File: src/rtl/mem_port_arbiter_pkg.sv
// Shared widths and FSM encodings for the IF/DM memory port arbiter.
// Build-wide macros fall back to local defaults when no constants header is present.
`ifndef MEM_ADDR_WIDTH
  `define MEM_ADDR_WIDTH 16
`endif
`ifndef WORD_WIDTH
  `define WORD_WIDTH 32
`endif
`ifndef ARB_IDLE
  `define ARB_IDLE 2'b00
`endif
`ifndef ARB_BUSY_IF
  `define ARB_BUSY_IF 2'b01
`endif
`ifndef ARB_BUSY_DM
  `define ARB_BUSY_DM 2'b10
`endif
`ifndef ARB_STARVE_LIMIT
  `define ARB_STARVE_LIMIT 4
`endif

package mem_port_arbiter_pkg;
  localparam int ARB_ADDR_W     = `MEM_ADDR_WIDTH;
  localparam int ARB_WORD_W     = `WORD_WIDTH;
  localparam int ARB_STARVE_DEF = `ARB_STARVE_LIMIT;

  localparam logic [1:0] ST_IDLE    = `ARB_IDLE;
  localparam logic [1:0] ST_BUSY_IF = `ARB_BUSY_IF;
  localparam logic [1:0] ST_BUSY_DM = `ARB_BUSY_DM;
endpackage

File: src/rtl/mem_port_arbiter.sv
// Arbitrates IF fetches and DM loads/stores onto one single-ported memory.
// DM wins ties until a bounded starvation counter hands the next tie to IF.
module mem_port_arbiter
  import mem_port_arbiter_pkg::*;
#(
  parameter int MEM_ADDR_WIDTH = ARB_ADDR_W,
  parameter int WORD_WIDTH     = ARB_WORD_W,
  parameter int STARVE_LIMIT   = ARB_STARVE_DEF
) (
  input  logic                      clk,
  input  logic                      rst,
  input  logic                      if_req,
  input  logic [MEM_ADDR_WIDTH-1:0] if_addr,
  output logic [WORD_WIDTH-1:0]     if_rdata,
  output logic                      if_ack,
  input  logic                      dm_req,
  input  logic                      dm_wen,
  input  logic [MEM_ADDR_WIDTH-1:0] dm_addr,
  input  logic [WORD_WIDTH-1:0]     dm_wdata,
  input  logic [WORD_WIDTH/8-1:0]   dm_be,
  output logic [WORD_WIDTH-1:0]     dm_rdata,
  output logic                      dm_ack,
  output logic                      mem_req,
  output logic                      mem_wen,
  output logic [MEM_ADDR_WIDTH-1:0] mem_addr,
  output logic [WORD_WIDTH-1:0]     mem_wdata,
  output logic [WORD_WIDTH/8-1:0]   mem_be,
  input  logic [WORD_WIDTH-1:0]     mem_rdata,
  input  logic                      mem_ready
);
  localparam int CNT_W = $clog2(STARVE_LIMIT + 1);
  localparam logic [CNT_W-1:0] LIMIT = CNT_W'(STARVE_LIMIT);

  logic [1:0]       state;
  logic [CNT_W-1:0] starve_cnt;
  logic             if_eff, dm_eff, grant_dm;

  // A requester still holding req in its own ack cycle must not be re-granted.
  assign if_eff   = if_req & ~if_ack;
  assign dm_eff   = dm_req & ~dm_ack;
  assign grant_dm = dm_eff & (~if_eff | (starve_cnt < LIMIT));

  always_ff @(posedge clk) begin
    if (rst) begin
      state      <= ST_IDLE;
      starve_cnt <= '0;
      mem_req    <= 1'b0;
      mem_wen    <= 1'b0;
      mem_addr   <= '0;
      mem_wdata  <= '0;
      mem_be     <= '0;
      if_ack     <= 1'b0;
      dm_ack     <= 1'b0;
      if_rdata   <= '0;
      dm_rdata   <= '0;
    end else begin
      if_ack <= 1'b0;
      dm_ack <= 1'b0;
      case (state)
        ST_IDLE: begin
          if (grant_dm) begin
            state     <= ST_BUSY_DM;
            mem_req   <= 1'b1;
            mem_wen   <= dm_wen;
            mem_addr  <= dm_addr;
            mem_wdata <= dm_wdata;
            mem_be    <= dm_be;
            if (!if_eff)
              starve_cnt <= '0;
            else if (starve_cnt != LIMIT)
              starve_cnt <= starve_cnt + CNT_W'(1);
          end else if (if_eff) begin
            state      <= ST_BUSY_IF;
            mem_req    <= 1'b1;
            mem_wen    <= 1'b0;
            mem_addr   <= if_addr;
            mem_wdata  <= '0;
            mem_be     <= '0;
            starve_cnt <= '0;
          end
        end
        ST_BUSY_IF: begin
          if (mem_ready) begin
            if_rdata <= mem_rdata;
            if_ack   <= 1'b1;
            mem_req  <= 1'b0;
            state    <= ST_IDLE;
          end
        end
        ST_BUSY_DM: begin
          if (mem_ready) begin
            // Stores leave the previous load data visible.
            if (!mem_wen)
              dm_rdata <= mem_rdata;
            dm_ack  <= 1'b1;
            mem_req <= 1'b0;
            state   <= ST_IDLE;
          end
        end
        default: begin
          state   <= ST_IDLE;
          mem_req <= 1'b0;
        end
      endcase
    end
  end
endmodule
File: config.mk
export PLATFORM = sky130hd
export DESIGN_NAME = mem_port_arbiter
export DESIGN_NICKNAME = d
export VERILOG_FILES = /design/src/rtl/mem_port_arbiter_pkg.sv /design/src/rtl/mem_port_arbiter.sv
export SDC_FILE = /design/constraint.sdc
export NUM_CORES = 1
export LEC_CHECK = 0
export CORE_MARGIN = 8
export CORE_UTILIZATION = 45
export CTS_BUF_LIST = sky130_fd_sc_hd__clkbuf_4 sky130_fd_sc_hd__clkbuf_8
export CTS_CLUSTER_SIZE = 24
export DETAILED_ROUTE_END_ITERATION = 8
export GPL_TIMING_DRIVEN = 0
export PLACE_DENSITY = 0.87
export REMOVE_ABC_BUFFERS = 1
export SYNTH_ARGS = -nofsm -noshare
export SYNTH_HDL_FRONTEND = slang
export SYNTH_SLANG_ARGS = --single-unit
File: constraint.sdc
create_clock -name clk -period 2.6 [get_ports clk]
set_input_delay 0.78 -clock clk [delete_from_list [all_inputs] [get_ports clk]]
set_output_delay 0.78 -clock clk [all_outputs]
set_load 0.1 [all_outputs]
Word-level counts from Yosys, hierarchy flattened. Index checks and enable logic that the tools add are counted.

Register bits after elaboration: 125.

$add $sub $neg: 1. $lt $le $gt $ge: 1. Equal/unequal tests: 6. Multiplexer cells: 21. Bitwise logic cells: 10. Reduce and logical (&&, ||, !) cells: 10.

Operator list (number): 32-bit 2-to-1 mux (2); 16-bit 2-to-1 mux (2); 3-bit 2-to-1 mux (4); 4-bit 2-to-1 mux (2); 1-bit 2-to-1 mux (6); 2-bit 2-to-1 mux (3); 3-bit != test, second input constant (2); 1-bit NOT (6); 2-bit AND reduction (3); 3-bit AND reduction (2); 2-bit OR reduction (3); 2-bit one-hot mux with 2 select lines (1); 3-bit by 1-bit adder with 3-bit output, second input constant (1); 1-bit bitwise AND (3); 3-bit < comparator, second input constant (1); 3-bit by 2-bit != test with 1-bit output, second input constant (1); 2-bit by 1-bit == test with 1-bit output, second input constant (1); 2-bit == test, second input constant (1); 2-bit logical NOT (1); 2-bit by 1-bit != test with 1-bit output, second input constant (1); 1-bit one-hot mux with 2 select lines (1); 2-bit nonzero test (1); 1-bit OR (1).

Logic depth before layout (Yosys ltp). Gate-level depths: netlist of run 1.

Word-level depth: 7. Gate-level depth with buffers: 8.

Least setup slack after synthesis of run 1. No wires, ideal clock.

Kind: reg-to-reg. Start point: register if_ack. End point: register mem_addr[10]. Library setup time: 0.081 ns. Arrival: 1.903 ns. Required time: 2.519 ns. Path slack: 0.617 ns. Cell stages (with the launch flop): 6. Period minus slack after synthesis: 1.983 ns. Path through: dfxtp_1 > and2b_4 > a21oi_4 > buf_6 > a21oi_2 > a211oi_2.

Word-level cells in the longest chain between the ends: 7. Elaborated cells on any way between the ends: 8. Those cells by class: mux (1); bitwise (5); reduce/logical (2).

Ends and longest elaborated chain: start, declared (RTL line mem_port_arbiter.sv:15) `output logic if_ack,`; start signal, assigned (RTL line mem_port_arbiter.sv:52) `if_ack <= 1'b0;`; start signal, assigned (RTL line mem_port_arbiter.sv:57) `if_ack <= 1'b0;`; start signal, assigned (RTL line mem_port_arbiter.sv:85) `if_ack <= 1'b1;`; 1-bit NOT (*) (RTL line mem_port_arbiter.sv:39) `assign if_eff = if_req & ~if_ack;`; 1-bit bitwise AND (*) (RTL line mem_port_arbiter.sv:39); 1-bit NOT (RTL line mem_port_arbiter.sv:41) `assign grant_dm = dm_eff & (~if_eff | (starve_cnt < LIMIT));`; 1-bit OR (RTL line mem_port_arbiter.sv:41); 1-bit bitwise AND (RTL line mem_port_arbiter.sv:41); 2-bit nonzero test (no line); 2-bit AND reduction (no line); end signal, assigned (RTL line mem_port_arbiter.sv:65) `mem_addr <= dm_addr;`; end signal, assigned (RTL line mem_port_arbiter.sv:76) `mem_addr <= if_addr;`; end, declared (RTL line mem_port_arbiter.sv:25) `output logic [MEM_ADDR_WIDTH-1:0] mem_addr,`.

Every way passes the cells marked *; elsewhere a longest branch is shown, timed or not. A chain may end at the register's enable or synchronous reset.

Worst setup path after layout of run 1.
Start point: register mem_wen. End point: output port mem_wen.

RTL lines: start, declared (RTL line mem_port_arbiter.sv:24) `output logic mem_wen,`; start signal, assigned (RTL line mem_port_arbiter.sv:64) `mem_wen <= dm_wen;`.

No word-level cell between the ends.

==> results of run 1 <==
-- metal layers --
metal / up-vias / track usage
met3: 42 / 0.07901
met4: 0 / 0.1225
met1: 2175 / 0.2127
met2: 178 / 0.3723
met5: - / 0
li1: 2233 / -
-- power groups by stage --
| stage | combinational, mW | clock (mW) | sequential, mW |
|---|---|---|---|
| global route | 1.63 | 1.70 | 2.10 |
| finish | 1.56 | 1.59 | 2.09 |
| floorplan | 0.318 | 0 | 2.92 |
| detailed placement | 1.64 | 0 | 2.13 |
| global placement | 1.60 | 0 | 2.13 |
| CTS | 1.57 | 1.62 | 2.09 |
-- sequential cells by signal, indices dropped and copies added (netlist names) --
signal      cells
mem_req         1
mem_addr       16
starve_cnt      3
mem_wdata      32
mem_be          4
state           2
dm_ack          1
if_ack          1
dm_rdata       32
if_rdata       32
mem_wen         1
-- metrics by stage --
| step | TNS (ns) | setup slack [ns] | std cells | util | hold slack [ns] |
|---|---|---|---|---|---|
| after floorplan | -27.26 | -0.5263 | 502 | - | 0.4470 |
| after global placement | -258.63 | -2.178 | 863 | 0.6735 | 0.4418 |
| after detailed placement | -6.330 | -0.1487 | 866 | 0.6815 | 0.4461 |
| after CTS | 0 | 0.04271 | 897 | 0.7033 | 0.4536 |
| after global routing | 0 | 0.01274 | 897 | 0.7034 | 0.4730 |
| final | 0 | 0.1157 | 897 | 0.7034 | 0.4504 |
-- worst min-delay path by stage --
stage	endpoint	slack (ns)	depth (start not counted)
final	dm_rdata[12]	0.45	2
after CTS	if_rdata[15]	0.45	2
after detailed placement	dm_rdata[19]	0.45	2
after floorplan	state[1]	0.45	2
after global routing	dm_rdata[9]	0.47	2
after global placement	if_rdata[3]	0.44	2
-- repair_timing --
item | in CTS | in global routing
endpoints found under the hold margin | 0 | 0
setup endpoints to repair | 120 | 1
hold buffers | 0 | 0
gates cloned | 0 | 0
gates resized for setup | 120 | 1
-- layout make-up --
cell class                 instances  area (µm²)
clock buffer                      22       284.0
clock inverter                     9       90.09
fill                             825        3048
inverter                           5       18.77
multi-input combinational        372        1988
sequential                       125        2502
tap                              136       170.2
timing repair buffer             228        2176
-- cell families (layout without fill, tap and decap cells) --
family | count (synthesis) | in the layout
AO/OA/AOI/OAI | 145 | 145
adder cells (fa/ha/maj) | 5 | 5
buffers and inverters | 46 | 264
flip-flops | 125 | 125
AND/OR/NAND/NOR | 222 | 222
-- cells in the final DEF, fill, tap and decap left out, types with 2 or more instances in the layout --
cell type	netlist	final
ha_1	5	5
clkbuf_4	1	3
a22oi_1	28	28
buf_16	0	2
clkbuf_8	0	19
dfxtp_1	125	125
a21oi_2	10	10
clkinvlp_4	0	5
clkdlybuf4s50_1	0	104
dlygate4sd2_1	0	119
a21oi_1	74	74
a22oi_2	10	10
inv_1	5	5
nand2_1	152	152
nand2b_1	2	2
and2b_4	2	2
clkinv_4	0	2
a211oi_1	7	7
a211oi_2	10	10
nor2_1	59	58
a21oi_4	2	2
==> flow_summary.toml, run 1 <==
[clock_network]
clk_latency_ns = 0.43
cts_made_buffers = 17
clk_pin_slew_worst_paths_ns = 0.07
tritoncts = "done"
cts.sinks = 125
cts_buffer_depth = 2
htree_levels = 4
postCtsSetupBuffers = 0
cts-root-buf = "clkbuf_8"

[drt]
dr_wl_met2_um = 8068
num_vias = 4628
drc = 0
antenna_left = 0
dr.pass1.iters = 5
post_drt_wl_per_cell_um = 17.22
top_layer_used = "met4"
via_per_inst = 5.159
drt-met1-wl_um = 5520
drtIter0Drc = 326
routed_wl_um = 15450
wl_met3_um = 1222

[setup_path]
worstSetupStartpoint = "mem_wen"
rr_startpoint = "state[1]"
cp.arrival_ns = 1.70
cpMaxStageDelayCell = "clkdlybuf4s15_1"
reg2reg_setup_slack_ns = 0.66
worstReg2RegEnd = "if_rdata[6]"
critPathKind = "reg -> out"
cp.required_ns = 1.82
cp-start-kind = "flip-flop"
endpoint = "mem_wen"
crit_path_end_kind = "primary output"
path_cells = "clkdlybuf4s15_1"
worst-path-buf-inv = 1
crit_path_max_incr_delay_ns = 0.87
crit_fanout = 4
reg2reg_depth = 5
critical_path_depth = 1
cp_top_family = "buffers and inverters"

[place]
post_dp_cell_area_um2 = 7004
place_hpwl_um = 11150
io_buffers = 225
routabilityCongestion = 0.7737

[status]
status = "completed"

[global_route]
grt_max_degree = 66
grt_overflow = 0
grt_pass1_vias = 4728
grt_pass1_wl_um = 24070
antenna_found_initial = 0
globalRouteTotalUtil = 0.2122

[finish]
drive_above_1_share = 0.09724
nNetsFinal = 860
diodes = 0
syn2layout_area_growth_pct = 52.82
fin_area_um2 = 7229

[die]
design.die.area_um2 = 14050
die_y_um = 118.5
initial_utilization = 0.4603
coreArea_um2 = 10280
num_rows = 37
ios = 226
die_x_um = 118.5

[power]
power_switching_mw = 1.988
irDropWorstVdd_v = 0.0005009
finalPower_mw = 5.239
p_int_mw = 3.251
switching_share = 0.3794
seqPwrFrac = 0.398
cellPowerDensity_nw_per_um2 = 724.6
p_leak_nw = 3.123
pwr-share-clk = 0.303
power_frac_comb = 0.299

[yosys]
synth-edff-count = 0
synth_compound_area_frac = 0.2193
ys_types = 30
synth_xor_area_frac = 0
netlist_top_cells_area = "dfxtp_1 53%, nand2_1 12%, a21oi_1 7.8%, nor2_1 4.7%, a22oi_1 4.4%"
synthCells = 543
synthMuxAreaShare = 0
synthTopCellsByCount = "152 x nand2_1, 125 x dfxtp_1, 74 x a21oi_1"
synth_ff_type = "dfxtp_1"
synth.avg_cell_area_um2 = 8.712
synth_area_leader_cell = "dfxtp_1"
async_flop_share = 0
synthAdderAreaFrac = 0.01322
synth_warnings = 0
syn-cell-area_um2 = 4731
synth_top_family_by_area = "compound AO/OA/AOI/OAI gates"
yosysSeqAreaShare = 0.5290
synth_seq_cells = 125
synth_top_area_frac = 0.5290
synth.most_common_cell = "nand2_1"
yosys.area_share.simple = 0.1857

[timing]
finalSetupViolCount = 0
drv_slew = 0
skew_ns = 0.007456
worst_slew_pin_slew_ns = 1.258
fin_crit_sh = 0.9555
relSlewSlack = 0.1612
fmax_mhz = 402.5
period_minus_slack_ns = 2.484
grt_setup_unrepaired = "false"
hold_viol = 0

[flow_run]
maxCapViolations = 0

[worst_hold_path]
hp-class = "reg -> reg"
hp-start = "dm_rdata[12]"
(Power assumes the default switching activity.)
==> run 2, diff against run 1 <==
ABC_AREA = 1   (was not set)
CORE_UTILIZATION = 46   (was 45)
GPL_TIMING_DRIVEN = not set   (was 0)
PLACE_DENSITY = 0.88   (was 0.87)
==> run 2 against run 1 <==
Net effect: sequential share of layout area shrank 0.060 points; critical path depth grew 6; via count grew 5.7%; synthesized cell count grew 18%; sequential power grew 4%; critical path type is now in -> reg; global-route usage grew 0.48 points; maximum frequency grew 20%.
==> flow_summary.toml, run 2 <==
[drt]
drc = 0
routed_wl_um = 15750
post_drt_wl_per_cell_um = 15.74
drtIter0Drc = 366
dr.pass1.iters = 4
via_per_inst = 4.886
num_vias = 4891
antenna_left = 0

[worst_hold_path]
hp-class = "reg -> reg"

[finish]
fillers = 817
final-seq-area_um2 = 2502
fin_util = 0.7047
final_cell_mix = "133 x nor2_1, 128 x buf_4, 125 x dfxtp_1"
diodes = 0
layout_commonest_cell = "nor2_1"
fin_area_um2 = 7242
drive_above_1_share = 0.2220
multi_input_area_um2 = 1949
top_regs = "dm_rdata (32), if_rdata (32), mem_wdata (32)"
nNetsFinal = 964
syn2layout_area_growth_pct = 49.29

[setup_path]
cpMaxStageDelayCell = "clkdlybuf4s50_1"
cp.arrival_ns = 2.41
worst-path-buf-inv = 2
cp_top_family = "buffers and inverters"
path_cells = "clkdlybuf4s50_1, nand2_2, nand2_1, nand2_2, buf_12, nand2_1, a21oi_1"
cp.required_ns = 2.93
crit_fanout = 37
cp-start-kind = "input pin"
crit_path_max_incr_delay_ns = 0.50
critPathKind = "in -> reg"
crit_path_end_kind = "flip-flop"

[power]
cellPowerDensity_nw_per_um2 = 832.4
p_leak_nw = 3.305
irDropWorstVdd_v = 0.0004758

[timing]
worst_slew_pin_slew_ns = 0.6949
holdWs_ns = 0.4685
drv_slew = 0
skew_ns = 0.01222
fin_setup_tns_ns = 0
finalSetupViolCount = 0
period_minus_slack_ns = 2.076
grt_setup_unrepaired = "false"
relSlewSlack = 0.5367
fmax_mhz = 481.8
hold_viol = 0
fin_crit_sh = 0.7983

[yosys]
synth_seq_cells = 125
netlist_top_cells_area = "dfxtp_1 52%, nor2_1 10%, nand2_1 8.6%, o21ai_0 5.9%, a21oi_1 5.0%"
synth_top_area_frac = 0.5159
synth.avg_cell_area_um2 = 7.580
synthCells = 640
synth.most_common_cell = "nor2_1"
synth_area_leader_cell = "dfxtp_1"
synthTopCellsByCount = "134 x nor2_1, 125 x dfxtp_1, 111 x nand2_1"
async_flop_share = 0
synth-edff-count = 0
synth_warnings = 0
syn-cell-area_um2 = 4851
synth_ff_type = "dfxtp_1"
ys_types = 23
yosysSeqAreaShare = 0.5159

[flow_run]
maxCapViolations = 0

[clock_network]
tritoncts = "done"
htree_levels = 4
cts_buffer_depth = 2
postCtsSetupBuffers = 0
ctsHoldBuffers = 0
post_cts_resize_count = 0
cts-root-buf = "clkbuf_8"
clk_latency_ns = 0.42
cts_made_buffers = 17
clk_pin_slew_worst_paths_ns = 0.07
cts.sinks = 125

[die]
coreArea_um2 = 10280
initial_utilization = 0.4720
design.die.area_um2 = 14090
ios = 226
die_y_um = 118.7
num_rows = 37
die_x_um = 118.7

[global_route]
grt_pass1_vias = 5109
grt_pass1_wl_um = 25010
globalRouteTotalUtil = 0.2171
antenna_found_initial = 0
grt_max_degree = 66
grt_overflow = 0

[place]
io_buffers = 225
routabilityCongestion = 0.7773
post_dp_cell_area_um2 = 6854
place_hpwl_um = 11630

[status]
status = "completed"
run 2: cell count changes after synthesis, moves of 12 or more:
cell / change
nor2_1: +75
nand2_1: -41
nand3_1: +36
a21oi_1: -26
o21ai_0: +57
nand2_2: +12
a22oi_1: -28
inv_1: +41
run 2: worst reg2reg max path: stages (launching register included):
cell and delay, ns:
dfxtp_1 0.37, inv_1 0.09, ha_1 0.22, nand2_2 0.35, buf_12 0.26, nand2_1 0.10, a21oi_1 0.17
run 2: logic make-up (layout without fill, tap and decap cells):
kind of cell,after synthesis,count (layout),share of synthesized area
buffers and inverters,89,314,0.08331
DFF,125,125,0.5159
AOI/OAI and AO/OA,125,125,0.1375
adders and majority gates,5,5,0.01290
and+or+nand+nor,296,296,0.2505
run 2: layout make-up:
class / instances / share of cell area
flip-flops and latches: 125 / 0.3455
repair buffers: 235 / 0.2827
multi-input cells: 426 / 0.2692
clock buffers: 23 / 0.04112
inverters: 48 / 0.02557
well taps: 136 / 0.02350
clock inverters: 8 / 0.01244
run 2: final timing paths:
path / startpoint / to / slack, ns / cells after the start
setup / recovery: if_req / mem_wdata[6] / 0.52 / 7
hold / removal: mem_req / mem_req / 0.47 / 2
setup reg to reg: state[1] / mem_wdata[6] / 0.96 / 6
hold reg to reg: mem_req / mem_req / 0.47 / 2
run 2: layer usage:
metal  wire, µm  global-route usage
met1       5838              0.2133
met2       8466              0.3999
met3        968             0.06949
met4        478              0.1130
met5          0                   0
run 2: through the flow:
stage          power, mW  cells  worst slack [ns]
2_1_floorplan      3.774    599          0.006593
3_3_place_gp       4.367    970            0.2319
3_5_place_dp       4.409    970            0.1287
4_1_cts            6.071   1001            0.5593
5_1_grt            6.280   1001            0.4857
6_report           6.028   1001            0.5244
run 2: report_power, final:
group / internal, mW / switching, mW
combinational: 0.529 / 1.66
sequential: 2.09 / 0.0930
clock: 0.946 / 0.718
total: 3.56 / 2.47
